## config.mk

```make
export PLATFORM = sky130hd
export DESIGN_NAME = spi_dma_sched_flat
export DESIGN_NICKNAME = d
export VERILOG_FILES = /design/src/rtl/spi_dma_pkg.sv /design/src/rtl/spi_dma_sched_if.sv /design/src/rtl/spi_dma_rr_arb.sv /design/src/rtl/spi_dma_sched.sv /design/src/flat_wrapper.sv
export SDC_FILE = /design/constraint.sdc
export NUM_CORES = 1
export LEC_CHECK = 0
export BUFFER_PORTS_ARGS = -buffer_cell sky130_fd_sc_hd__buf_2
export CAP_MARGIN = 15
export CORE_MARGIN = 1.5
export CORE_UTILIZATION = 34
export DETAILED_ROUTE_END_ITERATION = 10
export SETUP_SLACK_MARGIN = 0.15
export SLEW_MARGIN = 20
export SYNTH_ARGS = -nofsm -noshare
export SYNTH_HDL_FRONTEND = slang
export SYNTH_SLANG_ARGS = --single-unit
export TNS_END_PERCENT = 100
```

## constraint.sdc

```tcl
create_clock -name clk -period 2.2 [get_ports clk]
set_input_delay 0.22 -clock clk [delete_from_list [all_inputs] [get_ports clk]]
set_output_delay 0.22 -clock clk [all_outputs]
set_load 0.05 [all_outputs]
```

## src/rtl/spi_dma_pkg.sv

```systemverilog
// Shared types and constants for the SPI DMA request scheduler.
package spi_dma_pkg;

  typedef enum logic [1:0] {
    IDLE = 2'd0,
    WAIT = 2'd1,
    ACK  = 2'd2,
    GAP  = 2'd3
  } state_e;

  localparam logic SEL_TX = 1'b0;
  localparam logic SEL_RX = 1'b1;

endpackage

```

## src/rtl/spi_dma_sched_if.sv

```systemverilog
// Handshake bundle between the SPI master, the scheduler and the DMA engine.
interface spi_dma_sched_if #(
  parameter int BCNT_W = 3
);
  logic              enable;
  logic              tx_req;
  logic              tx_ack;
  logic              rx_req;
  logic              rx_ack;
  logic              dma_req;
  logic              dma_sel;
  logic              dma_ack;
  logic              busy;
  logic [BCNT_W-1:0] beat_cnt;
  logic              err;

  // Scheduler side.
  modport master (
    input  enable, tx_req, rx_req, dma_ack,
    output tx_ack, rx_ack, dma_req, dma_sel, busy, beat_cnt, err
  );

  // Environment side (SPI master plus DMA engine).
  modport slave (
    output enable, tx_req, rx_req, dma_ack,
    input  tx_ack, rx_ack, dma_req, dma_sel, busy, beat_cnt, err
  );
endinterface

```

## src/rtl/spi_dma_rr_arb.sv

```systemverilog
// Two-way round-robin winner selection; the pointer moves to the side that did not just finish.
module spi_dma_rr_arb
  import spi_dma_pkg::*;
(
  input  logic clk,
  input  logic rst,
  input  logic i_tx_req,
  input  logic i_rx_req,
  input  logic i_upd,
  input  logic i_upd_sel,
  output logic o_win_sel,
  output logic o_any
);

  logic r_rr_ptr;

  // Round-robin pointer; 0 favours TX after reset.
  always_ff @(posedge clk or posedge rst) begin
    if (rst) begin
      r_rr_ptr <= SEL_TX;
    end else if (i_upd) begin
      r_rr_ptr <= ~i_upd_sel;
    end else begin
      r_rr_ptr <= r_rr_ptr;
    end
  end

  // Winner: pointer decides contention, otherwise the lone requester.
  always_comb begin
    o_win_sel = SEL_TX;
    o_any     = i_tx_req | i_rx_req;
    if (i_tx_req && i_rx_req) begin
      o_win_sel = r_rr_ptr;
    end else if (i_rx_req) begin
      o_win_sel = SEL_RX;
    end else begin
      o_win_sel = SEL_TX;
    end
  end

endmodule

```

## src/rtl/spi_dma_sched.sv

```systemverilog
// Shares one DMA request channel between SPI TX and RX handshakes with bounded round-robin bursts.
// Optional watchdog on the DMA beat is built when SPI_DMA_WDOG_EN is defined.
module spi_dma_sched
  import spi_dma_pkg::*;
#(
  parameter int BURST_LEN = 4,
  parameter int BCNT_W    = 3,
  parameter int TIMEOUT   = 256
) (
  input logic           clk,
  input logic           rst,
  spi_dma_sched_if.master bus
);

  localparam logic [BCNT_W-1:0] BURST_MAX = BCNT_W'(BURST_LEN);

  state_e            r_state;
  logic              r_dma_req;
  logic              r_dma_sel;
  logic              r_tx_ack;
  logic              r_rx_ack;
  logic              r_busy;
  logic              r_err;
  logic [BCNT_W-1:0] r_beat_cnt;

  logic w_win_sel;
  logic w_any;
  logic w_same_req;
  logic w_continue;
  logic w_timeout;
  logic w_rr_upd;

  spi_dma_rr_arb u_arb (
    .clk       (clk),
    .rst       (rst),
    .i_tx_req  (bus.tx_req),
    .i_rx_req  (bus.rx_req),
    .i_upd     (w_rr_upd),
    .i_upd_sel (r_dma_sel),
    .o_win_sel (w_win_sel),
    .o_any     (w_any)
  );

`ifdef SPI_DMA_WDOG_EN
  localparam int             WD_W   = (TIMEOUT > 1) ? $clog2(TIMEOUT + 1) : 1;
  localparam logic [WD_W-1:0] WD_LIM = WD_W'(TIMEOUT - 1);

  logic [WD_W-1:0] r_wdog_cnt;

  // Beat watchdog: counts WAIT cycles, clears whenever WAIT is left.
  always_ff @(posedge clk or posedge rst) begin
    if (rst) begin
      r_wdog_cnt <= '0;
    end else if ((r_state == WAIT) && !bus.dma_ack && !w_timeout) begin
      r_wdog_cnt <= r_wdog_cnt + WD_W'(1);
    end else begin
      r_wdog_cnt <= '0;
    end
  end

  assign w_timeout = (r_state == WAIT) && !bus.dma_ack && (r_wdog_cnt == WD_LIM);
`else
  assign w_timeout = 1'b0;
`endif

  // Burst continuation test and round-robin pointer update strobe.
  always_comb begin
    w_same_req = (r_dma_sel == SEL_RX) ? bus.rx_req : bus.tx_req;
    w_continue = bus.enable && w_same_req && (r_beat_cnt < BURST_MAX);
    if (r_state == GAP) begin
      w_rr_upd = !w_continue;
    end else begin
      w_rr_upd = w_timeout;
    end
  end

  // Scheduler FSM with all outputs registered.
  always_ff @(posedge clk or posedge rst) begin
    if (rst) begin
      r_state    <= IDLE;
      r_dma_req  <= 1'b0;
      r_dma_sel  <= SEL_TX;
      r_tx_ack   <= 1'b0;
      r_rx_ack   <= 1'b0;
      r_busy     <= 1'b0;
      r_err      <= 1'b0;
      r_beat_cnt <= '0;
    end else begin
      r_tx_ack <= 1'b0;
      r_rx_ack <= 1'b0;
      r_err    <= 1'b0;
      case (r_state)
        IDLE: begin
          if (bus.enable && w_any) begin
            r_dma_sel <= w_win_sel;
            r_dma_req <= 1'b1;
            r_busy    <= 1'b1;
            r_state   <= WAIT;
          end
        end
        WAIT: begin
          if (bus.dma_ack) begin
            r_dma_req <= 1'b0;
            r_tx_ack  <= (r_dma_sel == SEL_TX);
            r_rx_ack  <= (r_dma_sel == SEL_RX);
            if (r_beat_cnt < BURST_MAX) begin
              r_beat_cnt <= r_beat_cnt + BCNT_W'(1);
            end
            r_state <= ACK;
          end else if (w_timeout) begin
            r_dma_req  <= 1'b0;
            r_err      <= 1'b1;
            r_beat_cnt <= '0;
            r_busy     <= 1'b0;
            r_state    <= IDLE;
          end
        end
        ACK: begin
          r_state <= GAP;
        end
        GAP: begin
          // Requester had the ACK cycle to drop req; a held req continues the burst.
          if (w_continue) begin
            r_dma_req <= 1'b1;
            r_state   <= WAIT;
          end else begin
            r_beat_cnt <= '0;
            r_busy     <= 1'b0;
            r_state    <= IDLE;
          end
        end
        default: begin
          r_dma_req  <= 1'b0;
          r_busy     <= 1'b0;
          r_beat_cnt <= '0;
          r_state    <= IDLE;
        end
      endcase
    end
  end

  assign bus.dma_req  = r_dma_req;
  assign bus.dma_sel  = r_dma_sel;
  assign bus.tx_ack   = r_tx_ack;
  assign bus.rx_ack   = r_rx_ack;
  assign bus.busy     = r_busy;
  assign bus.beat_cnt = r_beat_cnt;
  assign bus.err      = r_err;

endmodule

```

## src/flat_wrapper.sv

```systemverilog
// flat-port wrapper written by rule: the top's interface ports become plain ports
module spi_dma_sched_flat import spi_dma_pkg::*;
#(
  parameter int BURST_LEN = 4,
  parameter int BCNT_W    = 3,
  parameter int TIMEOUT   = 256
)
  (clk, rst, bus_enable, bus_tx_req, bus_rx_req, bus_dma_ack, bus_tx_ack, bus_rx_ack, bus_dma_req, bus_dma_sel, bus_busy, bus_beat_cnt, bus_err);
  spi_dma_sched_if #(.BCNT_W(BCNT_W)) bus_i ();
  input logic clk;
  input logic rst;
  input wire logic [$bits(bus_i.enable)-1:0] bus_enable;
  input wire logic [$bits(bus_i.tx_req)-1:0] bus_tx_req;
  input wire logic [$bits(bus_i.rx_req)-1:0] bus_rx_req;
  input wire logic [$bits(bus_i.dma_ack)-1:0] bus_dma_ack;
  output wire logic [$bits(bus_i.tx_ack)-1:0] bus_tx_ack;
  output wire logic [$bits(bus_i.rx_ack)-1:0] bus_rx_ack;
  output wire logic [$bits(bus_i.dma_req)-1:0] bus_dma_req;
  output wire logic [$bits(bus_i.dma_sel)-1:0] bus_dma_sel;
  output wire logic [$bits(bus_i.busy)-1:0] bus_busy;
  output wire logic [$bits(bus_i.beat_cnt)-1:0] bus_beat_cnt;
  output wire logic [$bits(bus_i.err)-1:0] bus_err;
  assign bus_i.enable = bus_enable;
  assign bus_i.tx_req = bus_tx_req;
  assign bus_i.rx_req = bus_rx_req;
  assign bus_i.dma_ack = bus_dma_ack;
  assign bus_tx_ack = bus_i.tx_ack;
  assign bus_rx_ack = bus_i.rx_ack;
  assign bus_dma_req = bus_i.dma_req;
  assign bus_dma_sel = bus_i.dma_sel;
  assign bus_busy = bus_i.busy;
  assign bus_beat_cnt = bus_i.beat_cnt;
  assign bus_err = bus_i.err;
  spi_dma_sched #(.BURST_LEN(BURST_LEN), .BCNT_W(BCNT_W), .TIMEOUT(TIMEOUT)) u_core (.clk(clk), .rst(rst), .bus(bus_i));
endmodule
```

==> flow_summary.ini <==
[setup_path]
end_kind = register
reg2regPathDepth = 4
reg2reg_setup_slack_ps = 670
cp_max_fo = 6
cp.arrival_ps = 1650
reg2reg_from = u_core.bus.dma_sel$_DFFE_PP0P_
critPathRequiredTime_ps = 2330
startpoint_type = register
worstSetupPathType = reg -> reg
r2r_end = u_core.r_state[0]$_DFFE_PP0P_

[cells_and_area]
layout_commonest_cell = buf_2
nets = 91
multi_input_area_um2 = 304
layout_common_cells = 13 x buf_2, 11 x dfrtp_1, 9 x nand2_1, 6 x inv_1, 6 x o21ai_0
area_growth_pct = 19.8
register_area_um2 = 275
layoutNonFillerInstCount = 105
antenna_cells = 0
layout-drive-gt1-share = 0.225
post-route-util = 0.430
fin_area_um2 = 734
n_fill_cell = 177

[power_and_ir_drop]
p_per_area_nw_per_um2 = 1500
p_sw_mw = 0.553
leakagePower_nw = 0.357
p_seq_frac = 0.328
power_frac_comb = 0.547
peakVddDrop_mv = 0.548
clkPwrFrac = 0.125
p_sw_frac = 0.502
p_int_mw = 0.549

[timing]
post-route-period-util = 0.693
finalClockSkew_ps = 7.00
rsz0062_at_grt = false
slew_headroom = 0.634
whs_ps = 216
final.setup.tns_ps = 0
period_minus_slack_ps = 1530
hold_violations = 0
setup_viol = 0
worst_pin_slew_ps = 544
achievable-frequency_mhz = 656
slew_violations = 0

[global_routing]
first_global_vias = 459
antenna_found_initial = 0
overflow = 0
grt_max_degree = 12
grt_usage = 0.139
grt_pass1_wl_mm = 2.02

[detailed_routing]
drc = 0
firstDrtPassIters = 4
via_per_inst = 4.90
wire_per_inst_um = 11.9
antenna_left = 0
num_vias = 514
wl_mm = 1.25
drt_iter0_markers = 7

[yosys]
synth_top_area_frac = 0.449
yosysSeqAreaShare = 0.449
synthDistinctLibCells = 25
syn_inst = 64
yosysWarnings = 0
avgSynthCellArea_um2 = 9.58
yosys_register_bits = 11
syn_nets = 74
synthTopCellsByArea = dfrtp_1 45%, ha_1 8.2%, nand2_1 5.5%, o21ai_0 4.9%, inv_1 3.7%
synth_top_cell_by_area = dfrtp_1
syn-cell-area_um2 = 613

[run_status]
status = finished, final reports clean

[min_path]
hold_path_class = in -> reg
min_to = u_core.bus.dma_sel$_DFFE_PP0P_
hold_depth = 2
min_from = bus_tx_req

[clocking]
clock_sinks = 11
post_cts_resized = 0
cts_tree = yes
cts_buffers = 3
cts_buffer_depth = 2
cts_root_buf = clkbuf_4
clock_latency_ps = 260
clk_pin_slew_ps = 80
htreeDepth = 1

[die]
core_area_um2 = 1710
start_util = 0.359
die_area_um2 = 2070
num_rows = 15
die_w_um = 45.5
dieHeight_um = 45.5
pin_count = 15

[run]
cap_violations = 0

[place]
portBuffers = 13
dp_hpwl_um = 904
globalplace.congestion = 0.776
dp_cells = 100
placed_area_um2 = 698
[state kept, by name, summed over array words and instances (netlist names)]
| register | cells |
|---|---|
| u_core.bus.beat_cnt | 3 |
| u_core.r_state | 2 |
| u_core.bus.busy | 1 |
| u_core.bus.dma_req | 1 |
| u_core.bus.dma_sel | 1 |
| u_core.bus.rx_ack | 1 |
| u_core.bus.tx_ack | 1 |
| u_core.u_arb.r_rr_ptr | 1 |
[what timing repair did]
| action | in CTS | in global routing |
|---|---|---|
| setup endpoints to repair | 0 | 0 |
| hold buffers | 1 | 0 |
| hold endpoints to repair | 11 | 0 |
| setup buffers | 0 | 0 |
[worst max path at each step]
stage | slack [ps] | endpoint | from | cells past startpoint
6_report | 670 | u_core.r_state[0]$_DFFE_PP0P_ | u_core.bus.dma_sel$_DFFE_PP0P_ | 4
5_1_grt | 520 | u_core.r_state[0]$_DFFE_PP0P_ | u_core.bus.dma_sel$_DFFE_PP0P_ | 4
4_1_cts | 670 | u_core.r_state[0]$_DFFE_PP0P_ | u_core.bus.dma_sel$_DFFE_PP0P_ | 4
3_5_place_dp | 670 | u_core.r_state[0]$_DFFE_PP0P_ | u_core.bus.dma_sel$_DFFE_PP0P_ | 4
3_3_place_gp | 730 | u_core.r_state[0]$_DFFE_PP0P_ | u_core.bus.dma_sel$_DFFE_PP0P_ | 4
2_1_floorplan | 480 | u_core.r_state[0]$_DFFE_PP0P_ | u_core.bus.dma_sel$_DFFE_PP0P_ | 4
[power groups by stage]
stage                     Combinational (mW)  Clock [mW]  Sequential (mW)
after global placement                 0.602           0            0.362
final                                  0.603       0.138            0.361
after floorplan                        0.305           0            0.531
after CTS                              0.608       0.143            0.361
after detailed placement               0.604           0            0.365
after global routing                   0.669       0.151            0.375
[logic make-up after synthesis]
kind of cell	count (synthesis)	synth area share
buffers and inverters	8	0.0551
muxes	2	0.0327
and+or+nand+nor	19	0.165
adders and majority gates	4	0.0816
DFF	11	0.449
other	1	0.00612
AOI/OAI and AO/OA	19	0.210
[per-stage QoR]
| step | power [mW] | worst slack [ps] |
|---|---|---|
| finish | 1.10 | 675 |
| global route | 1.19 | 524 |
| CTS | 1.11 | 669 |
| detailed placement | 0.968 | 675 |
| global placement | 0.964 | 728 |
| floorplan | 0.836 | 476 |
[worst max-delay path, cell delays in order, from the launching register on]
cell       delay [ps]
dfrtp_1           450
mux2i_1           310
nor3b_4           100
a2111oi_0         420
nor3_1            110
[cell type report]
class / instances / share of cell area
multi-input combinational: 45 / 0.414
sequential: 11 / 0.375
timing repair buffer: 14 / 0.102
tap: 25 / 0.0426
clock buffer: 4 / 0.0358
inverter: 6 / 0.0307
[cell usage after synthesis, drive strengths merged]
cell type / count
a21oi: 3
inv: 6
a41oi: 1
nor3: 3
o2bb2ai: 2
o21ai: 6
a2111oi: 1
ha: 4
nand2: 9
conb: 1
mux2i: 2
buf: 1
and3: 1
a2bb2oi: 1
dfrtp: 11
nor2: 2
nor3b: 1
and2: 1
o31ai: 2
a31oi: 1
nand2b: 1
nor2b: 1
clkbuf: 1
a221o: 1
a22o: 1
[per-layer routing]
metal	GRT usage	up-vias	routed length (µm)
li1	-	258	-
met1	0.186	239	603
met2	0.206	15	582
met3	0.0357	2	51
met4	0.0706	0	12
met5	0	-	0
Power figures use the tool's default switching activity.
